==> src/rtl/dcim_pkg.sv <==
// Shared sizing constants and FSM state type for the DCIM result collector slice.
package dcim_pkg;

    localparam int DATA_WIDTH = 8;
    localparam int ADDR_COUNT = 16;
    localparam int ADDR_WIDTH = 4;
    localparam int MULT_WIDTH = 2 * DATA_WIDTH;
    localparam int ACC_WIDTH  = MULT_WIDTH + ADDR_WIDTH;

    typedef enum logic [1:0] {
        IDLE    = 2'd0,
        COLLECT = 2'd1,
        DRAIN   = 2'd2
    } state_t;

endpackage

==> src/rtl/dcim_result_buffer.sv <==
// Frame buffer for multiplier products: one synchronous write port, one asynchronous read port.
module dcim_result_buffer #(
    parameter int DEPTH = 16,
    parameter int WIDTH = 16,
    parameter int AW    = 4
) (
    input  logic             clk,
    input  logic             wr_en,
    input  logic [AW-1:0]    wr_addr,
    input  logic [WIDTH-1:0] wr_data,
    input  logic [AW-1:0]    rd_addr,
    output logic [WIDTH-1:0] rd_data
);

    logic [WIDTH-1:0] mem [DEPTH];

    // NOTE: storage has no reset; every entry is rewritten before it is drained, so a reset would only cost flops.
    always_ff @(posedge clk) begin
        if (wr_en) begin
            mem[wr_addr] <= wr_data;
        end
    end

    assign rd_data = mem[rd_addr];

endmodule

==> src/rtl/dcim_result_collector.sv <==
// Collects one frame of DCIM multiplier products, accumulates their sum, then drains them over a valid/ready port.
module dcim_result_collector #(
    parameter  int DATA_WIDTH = dcim_pkg::DATA_WIDTH,
    parameter  int ADDR_COUNT = dcim_pkg::ADDR_COUNT,
    parameter  int ADDR_WIDTH = dcim_pkg::ADDR_WIDTH,
    localparam int MULT_WIDTH = 2 * DATA_WIDTH,
    localparam int ACC_WIDTH  = MULT_WIDTH + ADDR_WIDTH
) (
    input  logic                  clk,
    input  logic                  rst_n,
    input  logic                  arm,
    input  logic                  clear,
    input  logic                  res_valid,
    input  logic [MULT_WIDTH-1:0] res_data,
    output logic                  out_valid,
    input  logic                  out_ready,
    output logic [MULT_WIDTH-1:0] out_data,
    output logic                  out_last,
    output logic [ACC_WIDTH-1:0]  frame_sum,
    output logic                  frame_done,
    output logic                  drop_err
);

    import dcim_pkg::state_t;
    import dcim_pkg::IDLE;
    import dcim_pkg::COLLECT;
    import dcim_pkg::DRAIN;

    localparam logic [ADDR_WIDTH-1:0] LAST_ADDR = ADDR_WIDTH'(ADDR_COUNT - 1);

    state_t                state;
    logic [ADDR_WIDTH-1:0] wr_ptr;
    logic [ADDR_WIDTH-1:0] rd_ptr;
    logic                  wr_en;

    // Writes are gated by the same conditions that advance wr_ptr and the sum.
    assign wr_en     = rst_n && !clear && (state == COLLECT) && res_valid;
    assign out_valid = (state == DRAIN);
    assign out_last  = out_valid && (rd_ptr == LAST_ADDR);

    dcim_result_buffer #(
        .DEPTH (ADDR_COUNT),
        .WIDTH (MULT_WIDTH),
        .AW    (ADDR_WIDTH)
    ) u_buffer (
        .clk     (clk),
        .wr_en   (wr_en),
        .wr_addr (wr_ptr),
        .wr_data (res_data),
        .rd_addr (rd_ptr),
        .rd_data (out_data)
    );

    // NOTE: all state here uses non-blocking assignments so every register samples pre-edge values.
    always_ff @(posedge clk) begin
        if (!rst_n || clear) begin
            state      <= IDLE;
            wr_ptr     <= '0;
            rd_ptr     <= '0;
            frame_sum  <= '0;
            frame_done <= 1'b0;
            drop_err   <= 1'b0;
        end else begin
            frame_done <= 1'b0;
            case (state)
                IDLE: begin
                    if (arm) begin
                        state     <= COLLECT;
                        wr_ptr    <= '0;
                        rd_ptr    <= '0;
                        frame_sum <= '0;
                    end
                end
                COLLECT: begin
                    if (res_valid) begin
                        frame_sum <= frame_sum + ACC_WIDTH'(res_data);
                        if (wr_ptr == LAST_ADDR) begin
                            wr_ptr <= '0;
                            state  <= DRAIN;
                        end else begin
                            wr_ptr <= wr_ptr + 1'b1;
                        end
                    end
                end
                DRAIN: begin
                    if (res_valid) begin
                        drop_err <= 1'b1;
                    end
                    if (out_ready) begin
                        if (rd_ptr == LAST_ADDR) begin
                            rd_ptr     <= '0;
                            frame_done <= 1'b1;
                            state      <= IDLE;
                        end else begin
                            rd_ptr <= rd_ptr + 1'b1;
                        end
                    end
                end
                default: state <= IDLE;
            endcase
        end
    end

endmodule
==> config.mk <==
export PLATFORM = sky130hd
export DESIGN_NAME = dcim_result_collector
export DESIGN_NICKNAME = d
export VERILOG_FILES = /design/src/rtl/dcim_pkg.sv /design/src/rtl/dcim_result_buffer.sv /design/src/rtl/dcim_result_collector.sv
export SDC_FILE = /design/constraint.sdc
export NUM_CORES = 1
export LEC_CHECK = 0
export CAP_MARGIN = 20
export CORE_MARGIN = 10
export CORE_UTILIZATION = 59
export DETAILED_ROUTE_END_ITERATION = 12
export HOLD_SLACK_MARGIN = 0.15
export PLACE_DENSITY_LB_ADDON = 0.05
export SLEW_MARGIN = 10
export SYNTH_ARGS = -nofsm -noshare
export SYNTH_HDL_FRONTEND = slang
export SYNTH_SLANG_ARGS = --single-unit
==> constraint.sdc <==
create_clock -name clk -period 2.85 [get_ports clk]
set_input_delay 0.4275 -clock clk [delete_from_list [all_inputs] [get_ports clk]]
set_output_delay 0.4275 -clock clk [all_outputs]
set_load 0.01 [all_outputs]
Word level (Yosys, flattened, before mapping)
Memory sizes are Yosys's and may differ from the RTL's. A register that Yosys moved wholly into a read port is not among the register bits.
Index checks and enable logic that the tools add are counted.
{"block": "word_totals", "output_inout_bits": 40, "ff_bits": 32, "rom_bits": 0, "input_bits": 22, "word_cells": 57, "mem_count": 1, "latch_bits": 0, "ram_bits": 256}
{"name": "u_buffer.mem", "depth": 16, "width": 16, "read_ports": 1, "rd_clocked_by_memory_dff": 1, "wr": 1, "line": "dcim_result_buffer.sv:15", "source": "logic [WIDTH-1:0] mem [DEPTH];"}
{"block": "op_classes", "add_sub_neg": 3, "bitwise_logic": 2, "n_eq_ne": 9, "n_mux": 21, "magnitude_cmp": 0, "multipliers": 0, "n_reduce_logical": 15, "n_shift": 0, "div": 0}
{"operator": "20-bit two-way mux", "n": 2}
{"operator": "20-bit case mux with 2 select lines", "n": 1}
{"operator": "4-bit two-way mux", "n": 7}
{"operator": "20-bit by 16-bit adder with 20-bit output", "n": 1}
{"operator": "4-bit case mux with 2 select lines", "n": 2}
{"operator": "2-bit two-way mux", "n": 5}
{"operator": "4-bit by 1-bit adder with 4-bit output, second input constant", "n": 2}
{"operator": "4-bit equality test, second input constant", "n": 2}
{"operator": "2-bit by 1-bit inequality test with 1-bit output, second input constant", "n": 3}
{"operator": "2-bit case mux with 3 select lines", "n": 1}
{"operator": "3-bit AND reduction", "n": 2}
{"operator": "5-bit AND reduction", "n": 1}
{"operator": "1-bit logical AND", "n": 4}
{"operator": "2-bit inequality test, second input constant", "n": 2}
{"operator": "2-bit nonzero test", "n": 2}
{"operator": "1-bit two-way mux", "n": 3}
{"operator": "3-bit OR reduction", "n": 1}
{"operator": "2-bit by 1-bit equality test with 1-bit output, second input constant", "n": 1}
{"operator": "2-bit equality test, second input constant", "n": 1}
{"operator": "1-bit zero test", "n": 2}
{"operator": "2-bit zero test", "n": 1}
{"operator": "1-bit inverter", "n": 2}
{"operator": "2-bit AND reduction", "n": 1}
{"operator": "1-bit logical OR", "n": 1}

Depth between registers and ports, before layout
Gate-level depths: netlist of run 1.
{"block": "logic_depth", "word_depth": 6, "mapped_depth": 8, "depth_no_buf": 8}

By module
A second synthesis of run 1 with hierarchy kept.
{"block": "hier_totals", "hier_cells": 681, "hier_area_um2": 11815.1}
{"mod": "dcim_result_buffer", "seq_area_each_um2": 7687.4, "area_each_um2": 9721.8, "cells_each": 416, "n_inst": 1}
{"mod": "dcim_result_collector", "seq_area_each_um2": 640.6, "area_each_um2": 2093.3, "cells_each": 265, "n_inst": 1}

Least setup slack after synthesis of run 1
Ideal clock, no wire load.
{"block": "synth_path", "path_type": "input-to-reg", "startpoint": "input port res_data[0]", "endpoint": "register frame_sum[14]", "required_ns": 2.728, "arrival_time_ns": 2.257, "path_stages": 8, "setup_ns": 0.122, "slack_ns": 0.471, "path_cell_list": "ha_1 > fa_1 > a21oi_1 > o22ai_1 > o31ai_4 > nor2_2 > a211o_1 > a221o_1"}
{"block": "synth_via", "elab_chain_len": 3}
{"item": "start, declared", "line": "dcim_result_collector.sv:14", "source": "input logic [MULT_WIDTH-1:0] res_data,"}
{"item": "20-bit by 16-bit adder with 20-bit output", "line": "dcim_result_collector.sv:76", "source": "frame_sum <= frame_sum + ACC_WIDTH'(res_data);"}
{"item": "20-bit two-way mux", "line": "dcim_result_collector.sv:75", "source": "if (res_valid) begin"}
{"item": "20-bit case mux with 2 select lines", "line": "dcim_result_collector.sv:65", "source": "case (state)"}
{"item": "end signal, assigned", "line": "dcim_result_collector.sv:76"}
{"item": "end, declared", "line": "dcim_result_collector.sv:19", "source": "output logic [ACC_WIDTH-1:0] frame_sum,"}
No other way between the ends. The select of a mux whose other input is x is not followed.
A chain may end at the register's enable or synchronous reset.

==> impl_metrics.ini, run 1 <==
[final_layout]
regArea_mm2 = 0.008416
num_antenna_cells = 0
post-route-cell-area_mm2 = 0.01473
final_cells = 1102
multi_input_area_mm2 = 0.003480
fillCellCount = 1206
area_delta_synth_final_pct = 21.83
drive_gt1_frac = 0.2776
fin_nets = 853
layout_commonest_cell = edfxtp_1
final_cell_mix = edfxtp_1 (256), mux4_2 (80), buf_4 (49)

[sta]
holdWs_ps = 493.3
rsz0062_at_grt = true
fmax_mhz = 346.4
finalClockSkew_ps = 6.521
finalMaxSlewViolations = 0
finalCritPeriodShare = 1.013
worstMarginPinSlew_ps = 643.7
worst_slack_ps = -36.49
period_needed_ps = 2886
tns_ps = -121.1
setup_viol_count_final = 6
final_hold_viol_count = 0
slew_headroom = 0.5663

[logic_synthesis]
yosysTopAreaCell = edfxtp_1
synth.distinct_cells = 64
netlist_instances = 665
synth_top_area_frac = 0.6359
synth_edf_count = 256
ys_top_cells_by_area = edfxtp_1 (64%), mux4_2 (15%), dfxtp_1 (6.0%), ha_1 (2.2%), a21oi_1 (1.1%)
async_flop_share = 0
syn_avg_cell_area_um2 = 18.18
ys.flop_type = edfxtp_1
yosysWarnings = 0
yosysSeqAreaShare = 0.6955
syn_area_mm2 = 0.01209
synth_fp_nets = 709
synth_seq_cells = 292

[run_status]
violations = setup timing
status = complete, but fails checks

[die]
core_mm2 = 0.02017
die_h_um = 163.1
rows = 52
chipWidth_um = 163.1
num_io_pins = 62
die-area_mm2 = 0.02662
initial_utilization = 0.5994

[grt]
grt_antenna_before_repair = 0
grt-ovfl-total = 0
grt_use_total = 0.2094
grt_pass1_wl_um = 42570
grt_pass1_vias = 7140
grt_max_degree = 19

[power]
power.density_mw_per_mm2 = 567.5
ir_drop_mv = 0.4537
leakagePower_uw = 0.004878

[clocking]
cts_max_level = 1
numCtsBuffers = 29
root_buffer = clkbuf_16
cts_sinks = 292
clk_latency_ps = 540
ctsLongestPathBuffers = 3
cts_hold_buf = 0
clk_pin_slew_ps = 60
cts_tree = done

[routing]
avgViaCountPerCell = 6.146
vias = 6773
wl_per_cell_um = 25.35
first_pass_iters = 7
wl_met3_um = 1922
routed-wl-met2_um = 14410
drt-met1-wl_um = 11230
drt_iter0_markers = 543
top_layer = met4
ant_nets = 0
drt-total-wl_um = 27930
remaining_drc_errors = 0

[placed_design]
post_dp_cell_area_mm2 = 0.01365
routabilityCongestion = 0.9785
placedCellCount = 1034
dp_hpwl_um = 16660
numPortBuffers = 61

[setup_path]
required_ps = 2420
arrival_ps = 2460
crit_path_end_kind = primary output
worst-path-max-fanout = 8
reg2reg_depth = 8
crit_type = reg2out
r2r_setup_slack_ps = 300
startpoint_type = flop

[min_path]
min_path_type = reg2reg
hold_depth = 2

[run]
maxCapViolations = 0
-- Yosys cell counts, drive strengths merged (2+ instances only) --
cell    count
a211o       3
a21oi      30
dfxtp      36
o211ai      3
o31ai       3
nand3      15
mux2i       4
o22ai       2
nand2      37
inv        10
o21bai      3
a211oi      2
nor2       31
nor2b       2
nor4        3
o21a        2
buf        20
or3         2
clkbuf      8
a32oi       2
a22oi       2
mux4       80
and2       18
ha         21
or2         3
o21ai      14
xnor2       7
nor3        3
a221o       2
and3        5
nand3b      2
xor2        5
a21o        6
nand4       5
nand2b      6
edfxtp    256
-- through the flow --
stage	utilization	setup WS [ps]	power, uW
floorplan	-	470.9	4843
global placement	0.6767	-106.6	4976
detailed placement	0.6767	-156.9	4988
CTS	0.7261	-86.43	8425
global route	0.7302	-102.2	8627
finish	0.7302	-36.49	8358
-- report_power, final --
group	total [uW]	internal (uW)	leakage [uW]	switching [uW]
logic	251	102	0.00186	149
registers	4650	4650	0.00259	5.05
clock network	3460	1950	0.000426	1510
-- timing repair --
| action | in CTS | in global routing |
|---|---|---|
| buffers inserted | 7 | 3 |
| endpoints found under the setup margin | 16 | 14 |
| cloned | 3 | 2 |
| gates resized for setup | 73 | 9 |
-- worst max-delay path, cell delays in order, from the launching register on --
cell and delay, ps:
dfxtp_4 370, buf_12 170, buf_12 140, buf_4 110
mux4_2 490, mux4_2 490, buf_6 140
-- final cells by class --
type | instances | area share
flip-flops and latches | 292 | 0.5714
multi-input cells | 335 | 0.2363
repair buffers | 141 | 0.1081
clock buffers | 41 | 0.05437
well taps | 270 | 0.02294
clock inverters | 13 | 0.004418
inverters | 10 | 0.002549
-- layer usage --
| layer | vias up | track usage |
|---|---|---|
| met5 | - | 0 |
| met4 | 0 | 0.03811 |
| met1 | 3505 | 0.2768 |
| met3 | 35 | 0.03725 |
| li1 | 2978 | - |
| met2 | 255 | 0.3608 |
-- path summary, 6_finish.rpt --
kind                                                 start                         end
worst min register to register  frame_sum[13]$_SDFFE_PP0P_  frame_sum[13]$_SDFFE_PP0P_
worst max register to register   frame_sum[0]$_SDFFE_PP0P_  frame_sum[14]$_SDFFE_PP0P_
worst max-delay path                                  flop                 out_data[7]
worst min-delay path            frame_sum[13]$_SDFFE_PP0P_  frame_sum[13]$_SDFFE_PP0P_
-- logic make-up after synthesis --
family / share of synthesized area
multiplexers: 0.1523
AND/OR/NAND/NOR: 0.05558
adder cells (fa/ha/maj): 0.02339
flip-flops: 0.6955
buffers and inverters: 0.01666
AO/OA/AOI/OAI: 0.04782
XOR/XNOR: 0.008694
-- sequential cells by signal, indices dropped and copies added, names as in the netlist, named ones only --
signal	cells
u_buffer.mem	256
frame_sum	20
rd_ptr	4
wr_ptr	4
state	2
drop_err	1
frame_done	1
Power figures use the tool's default switching activity.
==> run 2: changes to the inputs <==
Settings changed: DONT_BUFFER_PORTS from default to 1.
==> impl_metrics.ini, run 2 (synthesized netlist as in run 1, its figures left out) <==
[min_path]
hold_depth = 2
min_path_type = in2reg

[setup_path]
required_ps = 2420
crit_type = reg2out
r2r_setup_slack_ps = 370
arrival_ps = 2340
crit_path_end_kind = primary output
startpoint_type = flop
worst-path-max-fanout = 7
reg2reg_depth = 8

[die]
num_io_pins = 62
initial_utilization = 0.5994
core_mm2 = 0.02017
chipWidth_um = 163.1
die_h_um = 163.1
die-area_mm2 = 0.02662
rows = 52

[run_status]
status = finished clean

[final_layout]
largest_register_ffs = 256
post-route-cell-area_mm2 = 0.01374
drive_gt1_frac = 0.2257
final_cells = 1011
final_cell_mix = edfxtp_1 (256), mux4_2 (80), nand2_1 (36)
layout_commonest_cell = edfxtp_1
fin_nets = 761
area_delta_synth_final_pct = 13.67
multi_input_area_mm2 = 0.003480
fillCellCount = 1359
reg.largest.list = u_buffer.mem x256, frame_sum x20
regArea_mm2 = 0.008413
registers.top_by_ff_count = u_buffer.mem

[clocking]
clk_pin_slew_ps = 60
cts_max_level = 1
cts_sinks = 292
root_buffer = clkbuf_16
cts_tree = done
clk_latency_ps = 550
numCtsBuffers = 29
ctsLongestPathBuffers = 3

[grt]
grt-ovfl-total = 0
grt_use_total = 0.2082
grt_pass1_wl_um = 41960
grt_pass1_vias = 6673
grt_antenna_before_repair = 3
grt_max_degree = 65

[power]
power.density_mw_per_mm2 = 630.9
leakagePower_uw = 0.004429
ir_drop_mv = 0.3862

[sta]
setup_viol_count_final = 0
finalMaxSlewViolations = 0
period_needed_ps = 2766
tns_ps = 0
rsz0062_at_grt = true
worst_slack_ps = 84.31
holdWs_ps = 159.9
final_hold_viol_count = 0
finalClockSkew_ps = 17.22
slew_headroom = 0.4849
finalCritPeriodShare = 0.9704
fmax_mhz = 361.6
worstMarginPinSlew_ps = 764.5

[routing]
drt-total-wl_um = 27290
first_pass_iters = 5
wl_per_cell_um = 27.00
remaining_drc_errors = 0
drt_iter0_markers = 433
vias = 6396
ant_nets = 0
avgViaCountPerCell = 6.326

[placed_design]
post_dp_cell_area_mm2 = 0.01254
preCtsSetupSlack_ps = 355.3
numPortBuffers = 0
placedCellCount = 933
dp_hpwl_um = 15780
routabilityCongestion = 0.9348

[run]
maxCapViolations = 0
## run 2: cell types whose count changed in the layout (fill, tap and decap cells not counted), moves of 3 or more
| cell | previous run | this run |
|---|---|---|
| clkdlybuf4s50_1 | 45 | 0 |
| buf_4 | 49 | 23 |
| dlygate4sd3_1 | 0 | 18 |
| buf_12 | 23 | 6 |
| buf_6 | 10 | 1 |
| buf_2 | 8 | 0 |
| bufinv_16 | 0 | 4 |
| clkinv_1 | 5 | 1 |
| buf_16 | 4 | 1 |
| clkbuf_1 | 9 | 12 |
## run 2: cell type report
type                            count  area share
Timing Repair Buffer               49     0.03724
Inverter                           10    0.002732
Antenna cell                        1   0.0001821
Clock inverter                     11     0.01175
Multi-Input combinational cell    335      0.2532
Sequential cell                   292      0.6122
Clock buffer                       43     0.05809
Tap cell                          270     0.02458
## run 2: timing repair
action                     4_1_cts  5_1_grt
hold buffers                    18        0
hold endpoints to repair       260        0
setup endpoints to repair       14        4
gates resized for setup          0        2
buffers inserted                 4        0
gates cloned                     1        0
## run 2: worst paths after layout
path,startpoint,end
setup / recovery,flop,out_data[2]
setup reg to reg,frame_sum[0]$_SDFFE_PP0P_,frame_sum[14]$_SDFFE_PP0P_
hold reg to reg,wr_ptr[1]$_SDFFE_PP0P_,wr_ptr[1]$_SDFFE_PP0P_
hold / removal,clear,frame_done$_SDFF_PP0_
## run 2: report_power, final
group	leakage, uW	internal (uW)	switching (uW)
clock network	0.000468	2300	1530
registers	0.00259	4650	6.23
logic	0.00137	59.6	126
## run 2: metal layers
| layer | track usage | share of wire | vias to the layer above |
|---|---|---|---|
| li1 | - | - | 2789 |
| met1 | 0.2767 | 0.39 | 3282 |
| met2 | 0.3402 | 0.50 | 295 |
| met3 | 0.05487 | 0.093 | 30 |
| met4 | 0.04549 | 0.013 | 0 |
| met5 | 0 | 0 | - |
## run 2: critical path: stages, from the launching register on
cell,delay [ps]
dfxtp_4,490
buf_4,160
buf_4,130
mux4_2,490
mux4_2,530
## run 2: per-stage QoR
step	power (uW)	util
final	8670	0.6813
after CTS	8714	0.6813
after global routing	8939	0.6813
after floorplan	4843	-
after detailed placement	4863	0.6217
after global placement	4861	0.6217
==> run 3: changes to the inputs <==
Settings changed: GPL_TIMING_DRIVEN from default to 0, PLACE_DENSITY_LB_ADDON 0.05 to 0.08.
==> impl_metrics.ini, run 3 (synthesized netlist as in run 1, its figures left out) <==
[final_layout]
registers.top_by_ff_count = u_buffer.mem
drive_gt1_frac = 0.2198
fillCellCount = 1339
reg.largest.list = u_buffer.mem x256, frame_sum x20
layout_commonest_cell = edfxtp_1
largest_register_ffs = 256
final_cell_mix = edfxtp_1 (256), mux4_2 (80), nand2_1 (36)
fin_nets = 759
area_delta_synth_final_pct = 12.69

[clocking]
cts_tree = done
ctsLongestPathBuffers = 3
clk_latency_ps = 530
numCtsBuffers = 29
cts_sinks = 292
root_buffer = clkbuf_16
cts_max_level = 1
clk_pin_slew_ps = 60
postCtsSetupRepairBufs = 0

[sta]
tns_ps = 0
slew_headroom = 0.2377
rsz0062_at_grt = true
worst_slack_ps = 48.31
period_needed_ps = 2802
finalCritPeriodShare = 0.9831
fmax_mhz = 356.9
finalClockSkew_ps = 7.542
setup_viol_count_final = 0
finalMaxSlewViolations = 0
final_hold_viol_count = 0
worstMarginPinSlew_ps = 1143

[grt]
grt_max_degree = 17
grt_pass1_vias = 6563
grt_pass1_wl_um = 41140
grt-ovfl-total = 0
grt_use_total = 0.2069
grt_antenna_before_repair = 4

[setup_path]
cp_cell_sequence = buf_6, buf_8, mux4_2, mux4_2
reg2reg_to = frame_sum[14]$_SDFFE_PP0P_
worst-path-max-fanout = 10
crit_type = reg2out
crit_path_end_kind = primary output
r2r_start = frame_sum[0]$_SDFFE_PP0P_
required_ps = 2420
crit_end = out_data[8]
reg2reg_depth = 8
startpoint_type = flop
crit_path_max_incr_delay_ps = 550
r2r_setup_slack_ps = 130
arrival_ps = 2370
crit_slowest_cell = mux4_2
cpMostUsedCell = mux4_2

[power]
ir_drop_mv = 0.3967
leakagePower_uw = 0.004370
power.density_mw_per_mm2 = 623.0

[placed_design]
preCtsSetupSlack_ps = -144.7
routabilityCongestion = 0.8918
numPortBuffers = 0
dp_hpwl_um = 16500

[routing]
remaining_drc_errors = 0
ant_nets = 0
wl_per_cell_um = 26.99
drt_iter0_markers = 539
avgViaCountPerCell = 6.342
first_pass_iters = 5
vias = 6412
drt-total-wl_um = 27280

[run]
maxCapViolations = 0

[die]
core_mm2 = 0.02017
initial_utilization = 0.5994
rows = 52
die-area_mm2 = 0.02662
chipWidth_um = 163.1
die_h_um = 163.1
num_io_pins = 62

[min_path]
min_path_type = in2reg

[run_status]
status = finished clean
run 3: routing by layer:
metal,GRT usage,wire length (um),up-vias
li1,-,-,2795
met1,0.2551,10410,3293
met2,0.3537,13790,259
met3,0.05890,2456,57
met4,0.05123,573,8
met5,0,54,-
run 3: per-stage QoR:
step                      utilization  cell area [um^2]  instances  hold WS, ps  power (uW)
after global routing           0.6749             13610       1007        216.2        8732
after CTS                      0.6728             13570       1005        176.6        8539
after global placement         0.6161             12430        935        485.3        4866
final                          0.6754             13620       1011        193.1        8488
after detailed placement       0.6161             12430        935        506.7        4871
after floorplan                     -             12090        665        458.1        4843
run 3: final cells by class:
class	count	area, um^2	area share
repair buffers	21	220.2	0.01616
clock inverters	17	157.7	0.01157
clock buffers	36	752.0	0.05520
diodes	4	10.01	0.0007348
multi-input cells	335	3488	0.2561
well taps	270	337.8	0.02480
flip-flops and latches	292	8409	0.6173
inverters	10	37.54	0.002755
plain buffers	26	210.2	0.01543
run 3: report_power, final:
group          internal [uW]  total [uW]  switching, uW
combinational           63.9         194            130
clock                   2130        3640           1510
sequential              4650        4650           4.08
total                   6840        8490           1640
run 3: critical path: cells and delay by family, from the launching register on:
family	cells	cell delay, ps
DFF	1	320
muxes	2	1090
buffers and inverters	2	420
run 3: how the worst min path moves through the flow:
| stage | from | to | cells after the start |
|---|---|---|---|
| after global routing | rst_n | state[1]$_SDFFE_PP0P_ | 3 |
| after global placement | wr_ptr[1]$_SDFFE_PP0P_ | wr_ptr[1]$_SDFFE_PP0P_ | 2 |
| after CTS | rst_n | state[1]$_SDFFE_PP0P_ | 3 |
| after detailed placement | wr_ptr[1]$_SDFFE_PP0P_ | wr_ptr[1]$_SDFFE_PP0P_ | 2 |
| final | rst_n | state[1]$_SDFFE_PP0P_ | 3 |
| after floorplan | rd_ptr[1]$_SDFFE_PP0P_ | flop | 2 |
run 3: timing repair:
action,4_1_cts,5_1_grt
pin swaps,0,0
resized for setup,25,6
endpoints found under the setup margin,80,51
endpoints found under the hold margin,260,0
hold buffers,19,0
